===== src/rtl/wb_dsp_equation_sequencer.sv =====
// Equation sequencer: fetches a 3-word descriptor and two operands over the
// Wishbone master interface, evaluates ADD/SUB/MUL/AND and writes the result back.
module wb_dsp_equation_sequencer #(
   parameter int dw      = 32,
   parameter int aw      = 32,
   parameter int TIMEOUT = 256
) (
   input  logic          wb_clk,
   input  logic          wb_rst,
   input  logic          start_equation,
   input  logic          stop_equation,
   input  logic [7:0]    equation,
   input  logic [aw-1:0] equation_address,
   output logic          start,
   output logic [aw-1:0] address,
   output logic [3:0]    selection,
   output logic          write,
   output logic [dw-1:0] data_wr,
   input  logic [dw-1:0] data_rd,
   input  logic          active,
   output logic          busy,
   output logic          done,
   output logic          error,
   output logic          aborted,
   output logic [dw-1:0] result
);

   localparam int CW = $clog2(TIMEOUT) + 1;

   typedef enum logic [2:0] {IDLE, ISSUE, WAIT, EXEC, FINISH} state_t;

   state_t        state, state_next;
   logic          start_q;
   logic [2:0]    step;
   logic [7:0]    eq_reg;
   logic [aw-1:0] desc_addr, src_a_addr, src_b_addr, dst_addr;
   logic [dw-1:0] op_a, op_b;
   logic          seen;
   logic [CW-1:0] act_cnt;
   logic [2:0]    idle_cnt;

   logic          start_edge;
   logic          accept, do_issue, complete, step_inc, do_exec;
   logic          set_error, set_aborted, set_done;
   logic [aw-1:0] issue_addr;
   logic [dw-1:0] calc;

   assign selection  = 4'hF;
   assign busy       = (state != IDLE);
   assign start_edge = start_equation & ~start_q;

   always_ff @(posedge wb_clk or posedge wb_rst) begin
      if (wb_rst) state <= IDLE;
      else        state <= state_next;
   end

   always_comb begin
      state_next  = state;
      accept      = 1'b0;
      do_issue    = 1'b0;
      complete    = 1'b0;
      step_inc    = 1'b0;
      do_exec     = 1'b0;
      set_error   = 1'b0;
      set_aborted = 1'b0;
      set_done    = 1'b0;
      case (state)
         IDLE: begin
            if (start_edge && !stop_equation) begin
               accept = 1'b1;
               if (equation > 8'd3) set_error  = 1'b1;
               else                 state_next = ISSUE;
            end
         end
         ISSUE: begin
            if (stop_equation) begin
               set_aborted = 1'b1;
               state_next  = IDLE;
            end else begin
               do_issue   = 1'b1;
               state_next = WAIT;
            end
         end
         WAIT: begin
            // Completion is the first low sample of active after a high one;
            // the two counters bound the pre-active and active phases.
            if (active) begin
               if (act_cnt == CW'(TIMEOUT - 1)) begin
                  set_error  = 1'b1;
                  state_next = IDLE;
               end
            end else if (seen) begin
               complete = 1'b1;
               if (stop_equation) begin
                  set_aborted = 1'b1;
                  state_next  = IDLE;
               end else if (step == 3'd4) begin
                  state_next = EXEC;
               end else if (step == 3'd5) begin
                  state_next = FINISH;
               end else begin
                  step_inc   = 1'b1;
                  state_next = ISSUE;
               end
            end else if (idle_cnt == 3'd3) begin
               set_error  = 1'b1;
               state_next = IDLE;
            end
         end
         EXEC: begin
            if (stop_equation) begin
               set_aborted = 1'b1;
               state_next  = IDLE;
            end else begin
               do_exec    = 1'b1;
               state_next = ISSUE;
            end
         end
         FINISH: begin
            set_done   = 1'b1;
            state_next = IDLE;
         end
         default: state_next = IDLE;
      endcase
   end

   always_comb begin
      case (step)
         3'd0:    issue_addr = desc_addr;
         3'd1:    issue_addr = desc_addr + aw'(4);
         3'd2:    issue_addr = desc_addr + aw'(8);
         3'd3:    issue_addr = src_a_addr;
         3'd4:    issue_addr = src_b_addr;
         default: issue_addr = dst_addr;
      endcase
   end

   always_comb begin
      case (eq_reg)
         8'd0:    calc = op_a + op_b;
         8'd1:    calc = op_a - op_b;
         8'd2:    calc = op_a * op_b;
         default: calc = op_a & op_b;
      endcase
   end

   always_ff @(posedge wb_clk or posedge wb_rst) begin
      if (wb_rst) begin
         start_q    <= 1'b0;
         start      <= 1'b0;
         address    <= '0;
         write      <= 1'b0;
         data_wr    <= '0;
         done       <= 1'b0;
         error      <= 1'b0;
         aborted    <= 1'b0;
         result     <= '0;
         step       <= '0;
         eq_reg     <= '0;
         desc_addr  <= '0;
         src_a_addr <= '0;
         src_b_addr <= '0;
         dst_addr   <= '0;
         op_a       <= '0;
         op_b       <= '0;
         seen       <= 1'b0;
         act_cnt    <= '0;
         idle_cnt   <= '0;
      end else begin
         start_q <= start_equation;
         start   <= do_issue;

         if (do_issue) begin
            address  <= issue_addr;
            write    <= (step == 3'd5);
            data_wr  <= (step == 3'd5) ? result : '0;
            seen     <= 1'b0;
            act_cnt  <= '0;
            idle_cnt <= '0;
         end else if (state == WAIT) begin
            if (active) begin
               seen    <= 1'b1;
               act_cnt <= act_cnt + 1'b1;
            end else if (!seen) begin
               idle_cnt <= idle_cnt + 1'b1;
            end
         end

         if (complete) begin
            case (step)
               3'd0:    src_a_addr <= aw'(data_rd);
               3'd1:    src_b_addr <= aw'(data_rd);
               3'd2:    dst_addr   <= aw'(data_rd);
               3'd3:    op_a       <= data_rd;
               3'd4:    op_b       <= data_rd;
               default: ;
            endcase
         end

         if (step_inc) step <= step + 3'd1;

         if (do_exec) begin
            result <= calc;
            step   <= 3'd5;
         end

         // Clearing on accept precedes the sets so an unsupported op still flags error.
         if (accept) begin
            eq_reg    <= equation;
            desc_addr <= equation_address;
            done      <= 1'b0;
            error     <= 1'b0;
            aborted   <= 1'b0;
            step      <= '0;
         end
         if (set_error)   error   <= 1'b1;
         if (set_aborted) aborted <= 1'b1;
         if (set_done)    done    <= 1'b1;
      end
   end

endmodule

===== config.mk =====
export PLATFORM = sky130hd
export DESIGN_NAME = wb_dsp_equation_sequencer
export DESIGN_NICKNAME = d
export VERILOG_FILES = /design/src/rtl/wb_dsp_equation_sequencer.sv
export SDC_FILE = /design/constraint.sdc
export NUM_CORES = 2
export LEC_CHECK = 0
export ABC_AREA = 1
export BUFFER_PORTS_ARGS = -buffer_cell sky130_fd_sc_hd__buf_4
export CORE_AREA = 3 3 394 201
export DETAILED_ROUTE_END_ITERATION = 10
export DIE_AREA = 0 0 397 204
export PLACE_DENSITY = 0.7
export SLEW_MARGIN = 5
export SYNTH_ARGS = -nofsm -noshare
export SYNTH_HDL_FRONTEND = slang
export SYNTH_SLANG_ARGS = --single-unit

===== constraint.sdc =====
create_clock -name wb_clk -period 15.2 [get_ports wb_clk]
set_clock_uncertainty 0.15 [all_clocks]
set_input_delay 2.28 -clock wb_clk [delete_from_list [all_inputs] [get_ports wb_clk]]
set_output_delay 2.28 -clock wb_clk [all_outputs]
set_load 0.005 [all_outputs]

* Word-level counts from Yosys, hierarchy flattened *
Cells that the tools add are included.
W data, S select, Z words.

storage, ports and cells
  flip-flop bits (word level) = 321
  bits of input ports = 77
  output and inout bits = 106

cells by class
  $add $sub $neg = 7
  $mul = 1
  magnitude comparators = 1
  equality and inequality tests = 19
  multiplexer cells = 58
  bitwise logic cells = 3
  reductions and logical operators = 21

operators with widths
  cell                     count
  $pmux W32 S5             1
  $pmux W32 S3             1
  $mux W3                  16
  $add A32 B3 Y32 const B  1
  $add A32 B32 Y32         1
  $add A32 B4 Y32 const B  1
  $and A32 B32 Y32         1
  $mul A32 B32 Y32         1
  $mux W1                  32
  $mux W32                 1
  $sub A32 B32 Y32         1
  $mux W9                  3
  $eq A3 B2 Y1 const B     5
  $pmux W3 S4              1
  $reduce_and A2 Y1        6
  $reduce_bool A2 Y1       5
  $add A9 B1 Y9 const B    1
  $eq A3 B3 Y1 const B     3
  $eq A9 B8 Y1 const B     1
  $eq A8 B1 Y1 const B     1
  $eq A8 B2 Y1 const B     1
  $gt A8 B2 Y1 const B     1
  $logic_not A8 Y1         1
  $add A3 B1 Y3 const B    2
  other kinds (16)         22

* Logic depth before layout (Yosys ltp) *
  depth in word-level cells = 10
  mapped depth = 33
  depth with buffers taken out = 31

* Worst setup path after synthesis *
Ideal clock, no wire load.

  kind = flip-flop to flip-flop
  from = register op_b[5]
  to = register result[24]
  library setup time = 120 ps
  data arrival time = 6639 ps
  data required time = 14930 ps
  setup slack = 8291 ps
  cell stages (with the launch flop) = 30
  period minus slack after synthesis = 6909 ps
  cells stage by stage = dfrtp_1 clkbuf_1 buf_1 nand2_1 inv_1 fa_1 fa_1 fa_1 inv_1 fa_1 inv_1 fa_1 inv_1 fa_1 inv_1 fa_1 fa_1 ha_1 nand2_1 inv_1 nand2_1 inv_1 a21oi_1 nand3_1 a21o_1 or2_1 nand3_1 nand4_1 o21ai_0 inv_1

between the ends
  word-level cells in the longest chain between the ends = 2
  elaborated cells between the ends (all ways) = 4
  those cells by class = add/sub: 2; mul: 1; mux: 1

ends and longest elaborated chain
  element                                   RTL line  source
  start: declaration                        37        logic [dw-1:0] op_a, op_b;
  start signal: assignment                  195       3'd4: op_b <= data_rd;
  $mul A32 B32 Y32 (tied with other cells)  142       8'd2: calc = op_a * op_b;
  $pmux W32 S3 *                            139       case (eq_reg)
  end signal: assignment                    203       result <= calc;
  end: declaration                          25        output logic [dw-1:0] result

Mark *: on every way between the ends. The rest lies on a longest branch, timed or not.
A chain may end at the register's enable or synchronous reset.

* Worst setup path in the final report *
  from = register op_b[3]
  to = register result[25]

The elaborated chain is that of the path after synthesis.

==> qor.yml <==
drcViolationCount: 0
tns_ps: 0
routed_wl_um: 113000
initial_core_util_pct: 45.2
async_reset_ff_share_pct: 100
netlist_area_um2: 34100
clk_pin_slew_ps: 60
synth.area.top_cells: "fa_1 (24%), dfrtp_1 (24%), nand2_1 (15%)"
worstHoldPathType: "flop to flop"
final_util_pct: 49.6
setup_viol: 0
yosysTopAreaCellShare_pct: 24.0
period_share_pct: 50.1
die_h_um: 204
path_max_fanout: 17
vias: 30500
cts_tree: "built"
slew_headroom_pct: 19.1
run_status: "completed"
crit_path_start_kind: "flop"
leakage_nw: 21.3
rsz0062_at_grt: "false"
ys_seq_elements: 321
power_mw: 4.74
diodes: 0
cts_buffers: 36
wl_per_cell_um: 20.1
synth_top_area_cell: "fa_1"
cts_setup_buffers: 0
first_global_vias: 30900
die_x_um: 397
synthCells: 4540
clockRootBuffer: "clkbuf_16"
antenna_found_initial: 2
die-area_um2: 81000
synth-edff-count: 0
critical_path.top_delay_family: "adder cells"
grt_pass1_wl_um: 178000
ctsResizeCount: 0
yosys_most_used_dff: "dfrtp_1"
final_common_cell: "nand2_1"
cellPowerDensity_nw_per_um2: 127
fin_nets: 5250
crit_top_cell: "fa_1"
area_growth_pct: 9.96
crit_path_end_kind: "flop"
finalMaxSlewViolations: 0
cts_hold_buf: 0
grt.overflow.total: 0
seq_area_frac_synth_pct: 23.6
portBuffers: 178
arrival_ps: 7880
post-route-min-period_ps: 7620
grt_use_total_pct: 28.2
rows: 71
max-cap-violations: 0
drive_gt1_share_pct: 7.42
synthDistinctLibCells: 70
path_buf_inv: 6
slowest_delay_ps: 710
via_per_inst: 5.41
dr.pass1.iters: 6
dp_hpwl_um: 85100
drtAntennaViolNets: 0
worstMarginPinSlew_ps: 1210
crit_slowest_cell: "dfrtp_1"
ios: 183
path_class: "flop to flop"
layout_common_cells: "nand2_1 (1314), inv_1 (1008), fa_1 (409), o21ai_0 (324), dfrtp_1 (319)"
grt_max_degree: 178
cts.sinks: 321
gp_congestion: 0.980
synth_area_per_cell_um2: 7.50
hold_viol_final: 0
crit_required_ps: 15460
coreArea_um2: 75400
yosys_warnings: 0
clk_latency_ps: 570
max_freq_mhz: 131
cts_buffer_depth: 3
ir_drop_mv: 0.0924
drt_iter0_markers: 2852
htree_levels: 2
## path summary, 6_finish.rpt
path	start	to	slack (ps)	depth (start not counted)
max in group asynchronous	wb_rst	desc_addr[13]	11790	3
min reg2reg	eq_reg[2]	eq_reg[2]	320	2
max reg2reg	op_b[3]	result[25]	7580	26
max	op_b[3]	result[25]	7580	26
min	eq_reg[2]	eq_reg[2]	320	2
min in group asynchronous	wb_rst	data_wr[12]	1650	2
## synth_stat cells (28+ instances only)
library cell / count
nand4_1: 31
xor2_1: 28
a21oi_1: 111
nand2_1: 1316
fa_1: 409
buf_1: 35
ha_1: 167
nor3_1: 34
inv_1: 1009
nand3_1: 174
clkbuf_1: 138
dfrtp_1: 321
nor2_1: 155
buf_2: 32
o21ai_0: 324
## worst register-to-register path, stage by stage, from the launching register on
cell	delay, ps
dfrtp_1	710
buf_4	330
nand2_1	70
inv_1	90
fa_1	410
inv_1	80
fa_1	430
fa_1	490
fa_1	550
inv_1	50
fa_1	500
inv_1	60
fa_1	530
inv_1	50
fa_1	500
fa_1	430
ha_1	370
a21oi_1	210
o21ai_0	100
a21oi_1	190
nand3_1	210
a21o_1	240
or2_1	200
nand3_1	200
nand3_1	130
nor2_1	120
a21oi_1	50
## stage by stage
step	hold slack (ps)	instance area, um2	setup WS, ps	instances
4_1_cts	324	37400	7640	5642
3_5_place_dp	310	36300	7670	5581
3_3_place_gp	305	36300	7750	5581
2_1_floorplan	292	34100	3890	4543
5_1_grt	351	37400	7150	5642
6_report	320	37400	7580	5642
## metal layers
layer / GRT usage, % / share of wire (%) / vias to the layer above
li1: - / - / 13900
met1: 38.9 / 42 / 15000
met4: 10.2 / 3.8 / 4
met3: 4.10 / 8.8 / 269
met5: 0 / 0.024 / -
met2: 45.5 / 46 / 1390
## cell families (layout without fill, tap and decap cells)
logic type,Yosys count,count (layout),share of synthesized area (%)
fa+ha+maj,576,576,30.2
xor+xnor,46,46,1.18
compound gates,590,590,9.89
other cells,1,4,0.0110
simple gates,1769,1769,21.3
buf+inv,1236,1313,13.9
flops,321,321,23.6
mux,1,1,0.0294
## area by class of cell
class | instances | area, um2
multi-input combinational | 2986 | 21400
timing repair buffer | 231 | 1750
clock buffer | 51 | 1070
inverter | 1021 | 3840
clock inverter | 10 | 121
sequential | 321 | 8040
fill | 7293 | 38000
tap | 1022 | 1280
## where the power goes
group | total [mW] | internal, mW | switching (mW)
registers | 1.53 | 1.15 | 0.380
clock network | 0.893 | 0.511 | 0.383
logic | 2.31 | 0.787 | 1.53
Note: power is estimated with default switching activity, not from simulation.
